$ cat config.mk
export PLATFORM = sky130hd
export DESIGN_NAME = nibble_packer
export DESIGN_NICKNAME = d
export VERILOG_FILES = /design/src/rtl/stream_pkg.sv /design/src/rtl/stream_hold_reg.sv /design/src/rtl/nibble_packer.sv
export SDC_FILE = /design/constraint.sdc
export NUM_CORES = 1
export LEC_CHECK = 0
export BUFFER_PORTS_ARGS = -buffer_cell sky130_fd_sc_hd__buf_2
export CORE_UTILIZATION = 38
export DETAILED_ROUTE_END_ITERATION = 16
export SETUP_SLACK_MARGIN = 0.1
export SYNTH_ARGS = -nofsm -noshare
export SYNTH_HDL_FRONTEND = slang
export SYNTH_HIERARCHICAL = 1
export SYNTH_SLANG_ARGS = --single-unit
$ cat constraint.sdc
create_clock -name clk -period 4.2 [get_ports clk]
set_clock_uncertainty 0.2 [all_clocks]
set_input_delay 0.63 -clock clk [delete_from_list [all_inputs] [get_ports clk]]
set_output_delay 0.63 -clock clk [all_outputs]
set_load 0.01 [all_outputs]
$ cat src/rtl/stream_pkg.sv
// -----------------------------------------------------------------------------
// stream_pkg
// Shared width helpers for the streaming width converters.
//   clog2        : ceiling log2 of a positive integer (constant function)
//   out_width    : packed word width for a given chunk width and chunk ratio
//   count_width  : width of a "chunks present" field able to hold 1..ratio
//   idx_width    : width of the chunk index counter (0..ratio-1)
// -----------------------------------------------------------------------------
package stream_pkg;

  function automatic int clog2(input int value);
    int result;
    result = 32'sd0;
    for (int v = value - 32'sd1; v > 32'sd0; v = v / 32'sd2) begin
      result = result + 32'sd1;
    end
    return result;
  endfunction

  function automatic int out_width(input int in_width, input int ratio);
    return in_width * ratio;
  endfunction

  // Needs one extra bit over the index so that the value `ratio` fits.
  function automatic int count_width(input int ratio);
    return clog2(ratio) + 32'sd1;
  endfunction

  function automatic int idx_width(input int ratio);
    return clog2(ratio);
  endfunction

endpackage

$ cat src/rtl/stream_hold_reg.sv
// -----------------------------------------------------------------------------
// stream_hold_reg
// One-entry valid/ready output register. A load replaces the held payload,
// including in the same cycle the old payload drains, so back-to-back words
// flow with no bubble. The caller must only assert `load` when `can_load`.
// Ports:
//   clk, arst     : clock, asynchronous active-high reset
//   load          : capture load_data this cycle
//   load_data     : payload to capture
//   out_ready     : downstream consumes the held payload
//   out_valid     : payload held on out_data
//   out_data      : held payload
//   can_load      : register is empty or draining this cycle
// -----------------------------------------------------------------------------
module stream_hold_reg #(
  parameter int WIDTH = 8
) (
  input  logic             clk,
  input  logic             arst,
  input  logic             load,
  input  logic [WIDTH-1:0] load_data,
  input  logic             out_ready,
  output logic             out_valid,
  output logic [WIDTH-1:0] out_data,
  output logic             can_load
);

  logic             valid_q;
  logic             valid_d;
  logic [WIDTH-1:0] data_q;
  logic [WIDTH-1:0] data_d;

  // Next-state: load wins over drain; payload only changes on load.
  always_comb begin
    valid_d = valid_q;
    data_d  = data_q;
    if (load) begin
      valid_d = 1'b1;
      data_d  = load_data;
    end else if (valid_q && out_ready) begin
      valid_d = 1'b0;
    end else begin
      valid_d = valid_q;
    end
  end

  // Valid flag and payload registers.
  always_ff @(posedge clk or posedge arst) begin
    if (arst) begin
      valid_q <= 1'b0;
      data_q  <= {WIDTH{1'b0}};
    end else begin
      valid_q <= valid_d;
      data_q  <= data_d;
    end
  end

  assign out_valid = valid_q;
  assign out_data  = data_q;
  assign can_load  = !valid_q || out_ready;

endmodule

$ cat src/rtl/nibble_packer.sv
// -----------------------------------------------------------------------------
// nibble_packer
// Streaming width up-converter: packs RATIO chunks of IN_WIDTH bits into one
// OUT_WIDTH word, first chunk at the LSBs. in_last closes a word early; the
// unused upper chunks are zero.
// Ports:
//   clk, arst                      : clock, asynchronous active-high reset
//   in_valid/in_ready/in_data      : chunk input handshake and payload
//   in_last                        : accepted chunk closes the current word
//   out_valid/out_ready/out_data   : packed word output handshake and payload
//   out_count                      : number of valid chunks in out_data
// -----------------------------------------------------------------------------
module nibble_packer
  import stream_pkg::*;
#(
  parameter  int IN_WIDTH  = 4,
  parameter  int RATIO     = 4,
  localparam int OUT_WIDTH = out_width(IN_WIDTH, RATIO),
  localparam int CNT_WIDTH = count_width(RATIO)
) (
  input  logic                 clk,
  input  logic                 arst,
  input  logic                 in_valid,
  output logic                 in_ready,
  input  logic [IN_WIDTH-1:0]  in_data,
  input  logic                 in_last,
  output logic                 out_valid,
  input  logic                 out_ready,
  output logic [OUT_WIDTH-1:0] out_data,
  output logic [CNT_WIDTH-1:0] out_count
);

  localparam int IDX_WIDTH = idx_width(RATIO);
  localparam int HOLD_WIDTH = CNT_WIDTH + OUT_WIDTH;

  logic [IDX_WIDTH-1:0]  idx_q;
  logic [IDX_WIDTH-1:0]  idx_d;
  logic [OUT_WIDTH-1:0]  acc_q;
  logic [OUT_WIDTH-1:0]  acc_d;

  logic                  accept;
  logic                  complete;
  logic                  idx_at_end;
  logic [OUT_WIDTH-1:0]  merged_word;
  logic [CNT_WIDTH-1:0]  word_count;
  logic [HOLD_WIDTH-1:0] hold_payload;
  logic                  hold_can_load;

  assign in_ready   = hold_can_load;
  assign accept     = in_valid && hold_can_load;
  assign idx_at_end = (idx_q == IDX_WIDTH'(RATIO - 1));
  assign complete   = accept && (idx_at_end || in_last);
  assign word_count = CNT_WIDTH'(idx_q) + CNT_WIDTH'(1);

  // Accumulator with the current chunk merged in at idx; chunks above idx are
  // forced to zero so a partial word is always zero-padded.
  always_comb begin
    merged_word = {OUT_WIDTH{1'b0}};
    for (int i = 0; i < RATIO; i++) begin
      if (IDX_WIDTH'(i) == idx_q) begin
        merged_word[i*IN_WIDTH +: IN_WIDTH] = in_data;
      end else if (IDX_WIDTH'(i) < idx_q) begin
        merged_word[i*IN_WIDTH +: IN_WIDTH] = acc_q[i*IN_WIDTH +: IN_WIDTH];
      end else begin
        merged_word[i*IN_WIDTH +: IN_WIDTH] = {IN_WIDTH{1'b0}};
      end
    end
  end

  // Accumulator and chunk index next-state: clear on completion, advance on accept.
  always_comb begin
    acc_d = acc_q;
    idx_d = idx_q;
    if (complete) begin
      acc_d = {OUT_WIDTH{1'b0}};
      idx_d = {IDX_WIDTH{1'b0}};
    end else if (accept) begin
      acc_d = merged_word;
      idx_d = idx_q + IDX_WIDTH'(1);
    end else begin
      acc_d = acc_q;
      idx_d = idx_q;
    end
  end

  // Accumulator and chunk index registers.
  always_ff @(posedge clk or posedge arst) begin
    if (arst) begin
      acc_q <= {OUT_WIDTH{1'b0}};
      idx_q <= {IDX_WIDTH{1'b0}};
    end else begin
      acc_q <= acc_d;
      idx_q <= idx_d;
    end
  end

  assign hold_payload = {word_count, merged_word};

  stream_hold_reg #(
    .WIDTH (HOLD_WIDTH)
  ) u_hold (
    .clk       (clk),
    .arst      (arst),
    .load      (complete),
    .load_data (hold_payload),
    .out_ready (out_ready),
    .out_valid (out_valid),
    .out_data  ({out_count, out_data}),
    .can_load  (hold_can_load)
  );

endmodule

==> impl_metrics.py <==
metrics = {
    "worst_setup_path": {
        "endpoint_kind": "flop",
        "critical_path.cell_chain": "ha_1 -> nor2_1 -> nor2_2 -> buf_4 -> mux2_4",
        "r2r_slack_ps": 1630,
        "criticalPathCategory": "flop to flop",
        "cp.arrival_ps": 2540,
        "slowest_stage": "sky130_fd_sc_hd__ha_1",
        "cp.buffers_inverters": 1,
        "worst-path-max-fanout": 12,
        "worstSetupStartpointType": "flop",
        "critPathRequiredTime_ps": 4170,
        "worst_path_largest_cell_delay_ps": 510,
        "path_delay_family": "simple AND/OR/NAND/NOR gates",
    },
    "clocking": {
        "clock_path_buffers": 2,
        "clock_sinks": 34,
        "holdBufCountCts": 0,
        "cts.repair_timing.setup_buffer_count": 0,
        "clock_tree.htree_level_count": 2,
        "clk_pin_slew_worst_paths_ps": 70,
        "numCtsBuffers": 5,
        "cts_tree": "yes",
        "cts_resized": 0,
        "cts_root_buffer": "sky130_fd_sc_hd__clkbuf_8",
        "insertion_delay_ps": 290,
    },
    "drt": {
        "finalWirelength_um": 3135,
        "first_pass_iters": 4,
        "vias_per_cell": 4.980,
        "wire_per_inst_um": 15.60,
        "vias": 1001,
        "first_iter_violations": 28,
        "drc": 0,
        "postRouteAntennaNets": 0,
    },
    "logic_synthesis": {
        "ys_types": 16,
        "synthTopCellsByArea": "sky130_fd_sc_hd__dfrtp_1 (53%), sky130_fd_sc_hd__mux2_4 (18%), sky130_fd_sc_hd__a22o_2 (6.2%)",
        "synth.ff_latch_count": 34,
        "synth.cell_area_um2": 1607,
        "syn_nets": 131,
        "synthesis.yosys.warnings": 6,
        "postSynthAreaPerCell_um2": 13.61,
        "synth_sequential_area_ratio_pct": 52.96,
        "synthDominantCellAreaShare_pct": 52.96,
        "synth_cells": 118,
        "yosysTopAreaCell": "sky130_fd_sc_hd__dfrtp_1",
    },
    "sta": {
        "finalSetupViolations": 0,
        "max_clock_freq_mhz": 388.5,
        "min_tclk_post_route_ps": 2574,
        "unrepaired_setup_endpoints_after_global_routing": "no",
        "timing.final.max_slew_violations": 0,
        "final.hold.worst_slack_ps": 178.3,
        "minimum_setup_slack_in_the_final_design_ps": 1626,
        "fin_tns_setup_ps": 0,
        "post-route-period-util_pct": 61.29,
        "worst_slew_pin_slew_ps": 776.5,
        "timing.final.hold_violations": 0,
        "max-slew-margin-rel_pct": 48.18,
    },
    "finish": {
        "share_of_final_layout_standard_cells_stronger_than_drive_strength_1_pct": 51.66,
        "finalNetCount": 163,
        "mostFrequentLayoutCell": "sky130_fd_sc_hd__dfrtp_1",
        "layout.cells.most_common_list": "sky130_fd_sc_hd__dfrtp_1 (34), sky130_fd_sc_hd__buf_2 (29), sky130_fd_sc_hd__mux2_4 (19), sky130_fd_sc_hd__nand2_1 (16), sky130_fd_sc_hd__a22o_2 (10)",
        "area.growth.synth_to_final_pct": 16.12,
        "multi_input_area_um2": 693.2,
        "area.sequential_um2": 850.8,
        "fill_cells": 385,
        "finalCoreUtilization_pct": 46.30,
        "antenna_cells_inserted": 0,
        "fin_cells": 201,
    },
    "pwr": {
        "power_dissipated_by_switching_net_loads_uw": 273.1,
        "vdd.ir_drop.worst_mv": 0.2044,
        "power.density_nw_per_um2": 500.0,
        "share_clk_of_total_power_pct": 26.4,
        "combinationalPowerShare_pct": 27.7,
        "share_seq_of_total_power_pct": 45.9,
        "power_switching_share_pct": 29.28,
        "leakagePower_uw": 0.0009491,
        "p_int_uw": 659.7,
    },
    "placement": {
        "pre_cts_slack_ps": 1507,
        "dp_cells": 193,
        "placement.io_buffers": 29,
        "gpl_congestion": 0.7682,
        "dp_hpwl_um": 2217,
    },
    "global_route": {
        "first_global_vias": 1039,
        "grt_max_degree": 21,
        "grt-ovfl-total": 0,
        "total_global_routing_track_utilization_pct": 16.75,
        "grt_pass1_wl_um": 5299,
        "antenna_found_initial": 0,
    },
    "floorplanning": {
        "placement_rows": 23,
        "total_die_area_um2": 4492,
        "chipWidth_um": 67.02,
        "core-area_um2": 4029,
        "floorplan.initialDensity_pct": 39.88,
        "num_io_pins": 30,
        "die_y_um": 67.02,
    },
    "worst_hold_path": {
        "hold_path.class": "input pin to async pin",
    },
    "outcome": {
        "outcome": "finished clean",
    },
    "run": {
        "maxCapViolCount": 0,
    },
}
## synthesized netlist by cell type
cell	number
sky130_fd_sc_hd__nand2_1	16
sky130_fd_sc_hd__o21ai_0	8
sky130_fd_sc_hd__dfrtp_1	34
sky130_fd_sc_hd__nor2_1	2
sky130_fd_sc_hd__nand2b_1	2
sky130_fd_sc_hd__mux2_2	5
sky130_fd_sc_hd__a22o_1	3
sky130_fd_sc_hd__inv_1	4
sky130_fd_sc_hd__and2_2	4
sky130_fd_sc_hd__nand2_2	1
sky130_fd_sc_hd__ha_1	4
sky130_fd_sc_hd__mux2_4	19
sky130_fd_sc_hd__a22o_2	10
sky130_fd_sc_hd__buf_6	4
sky130_fd_sc_hd__nor3_4	1
sky130_fd_sc_hd__buf_2	1
## flip-flops by register name, indices dropped and copies added (netlist names)
name and count:
idx_q 2, u_hold/out_valid 1, u_hold/out_data 19, acc_q 12
## per-layer routing
| layer | global-route usage, % | wire length, um |
|---|---|---|
| met5 | 0 | 0 |
| met2 | 24.88 | 1475 |
| met4 | 7.713 | 57 |
| met1 | 22.01 | 1475 |
| met3 | 5.137 | 126 |
## power groups by stage
stage          Clock (uW)  Sequential (uW)  Combinational [uW]
4_1_cts               255              429                 263
6_report              246              428                 259
5_1_grt               268              436                 284
3_5_place_dp            0              432                 263
3_3_place_gp            0              430                 256
2_1_floorplan           0              449                 163
## through the flow
stage,cell area [um^2],power [uW]
finish,1866,932.8
floorplan,1607,612.1
CTS,1866,946.8
global route,1866,988.5
detailed placement,1774,695.6
global placement,1774,686.1
## worst paths after layout
path | start | to | depth (start not counted)
setup / recovery | idx_q[1] | u_hold/out_data[16] | 5
hold / removal | arst | acc_q[11] | 2
setup reg to reg | idx_q[1] | u_hold/out_data[16] | 5
hold reg to reg | u_hold/out_data[12] | u_hold/out_data[12] | 1
max in group asynchronous | arst | u_hold/out_data[3] | 2
min in group clk | u_hold/out_data[12] | u_hold/out_data[12] | 1
## area by class of cell
| cell class | instances | area share, % |
|---|---|---|
| Clock buffer | 7 | 4.628 |
| Multi-Input combinational cell | 75 | 37.16 |
| Tap cell | 50 | 3.353 |
| Inverter | 4 | 0.8048 |
| Sequential cell | 34 | 45.61 |
| Clock inverter | 1 | 0.2683 |
| Timing Repair Buffer | 30 | 8.182 |
## cells by family after synthesis
kind of cell	Yosys count	share of synthesized area (%)
AND/OR/NAND/NOR	26	8.256
AO/OA/AOI/OAI	21	10.36
buffers and inverters	9	4.049
adder cells (fa/ha/maj)	4	3.115
flip-flops	34	52.96
multiplexers	24	21.26
Power figures use the tool's default switching activity.
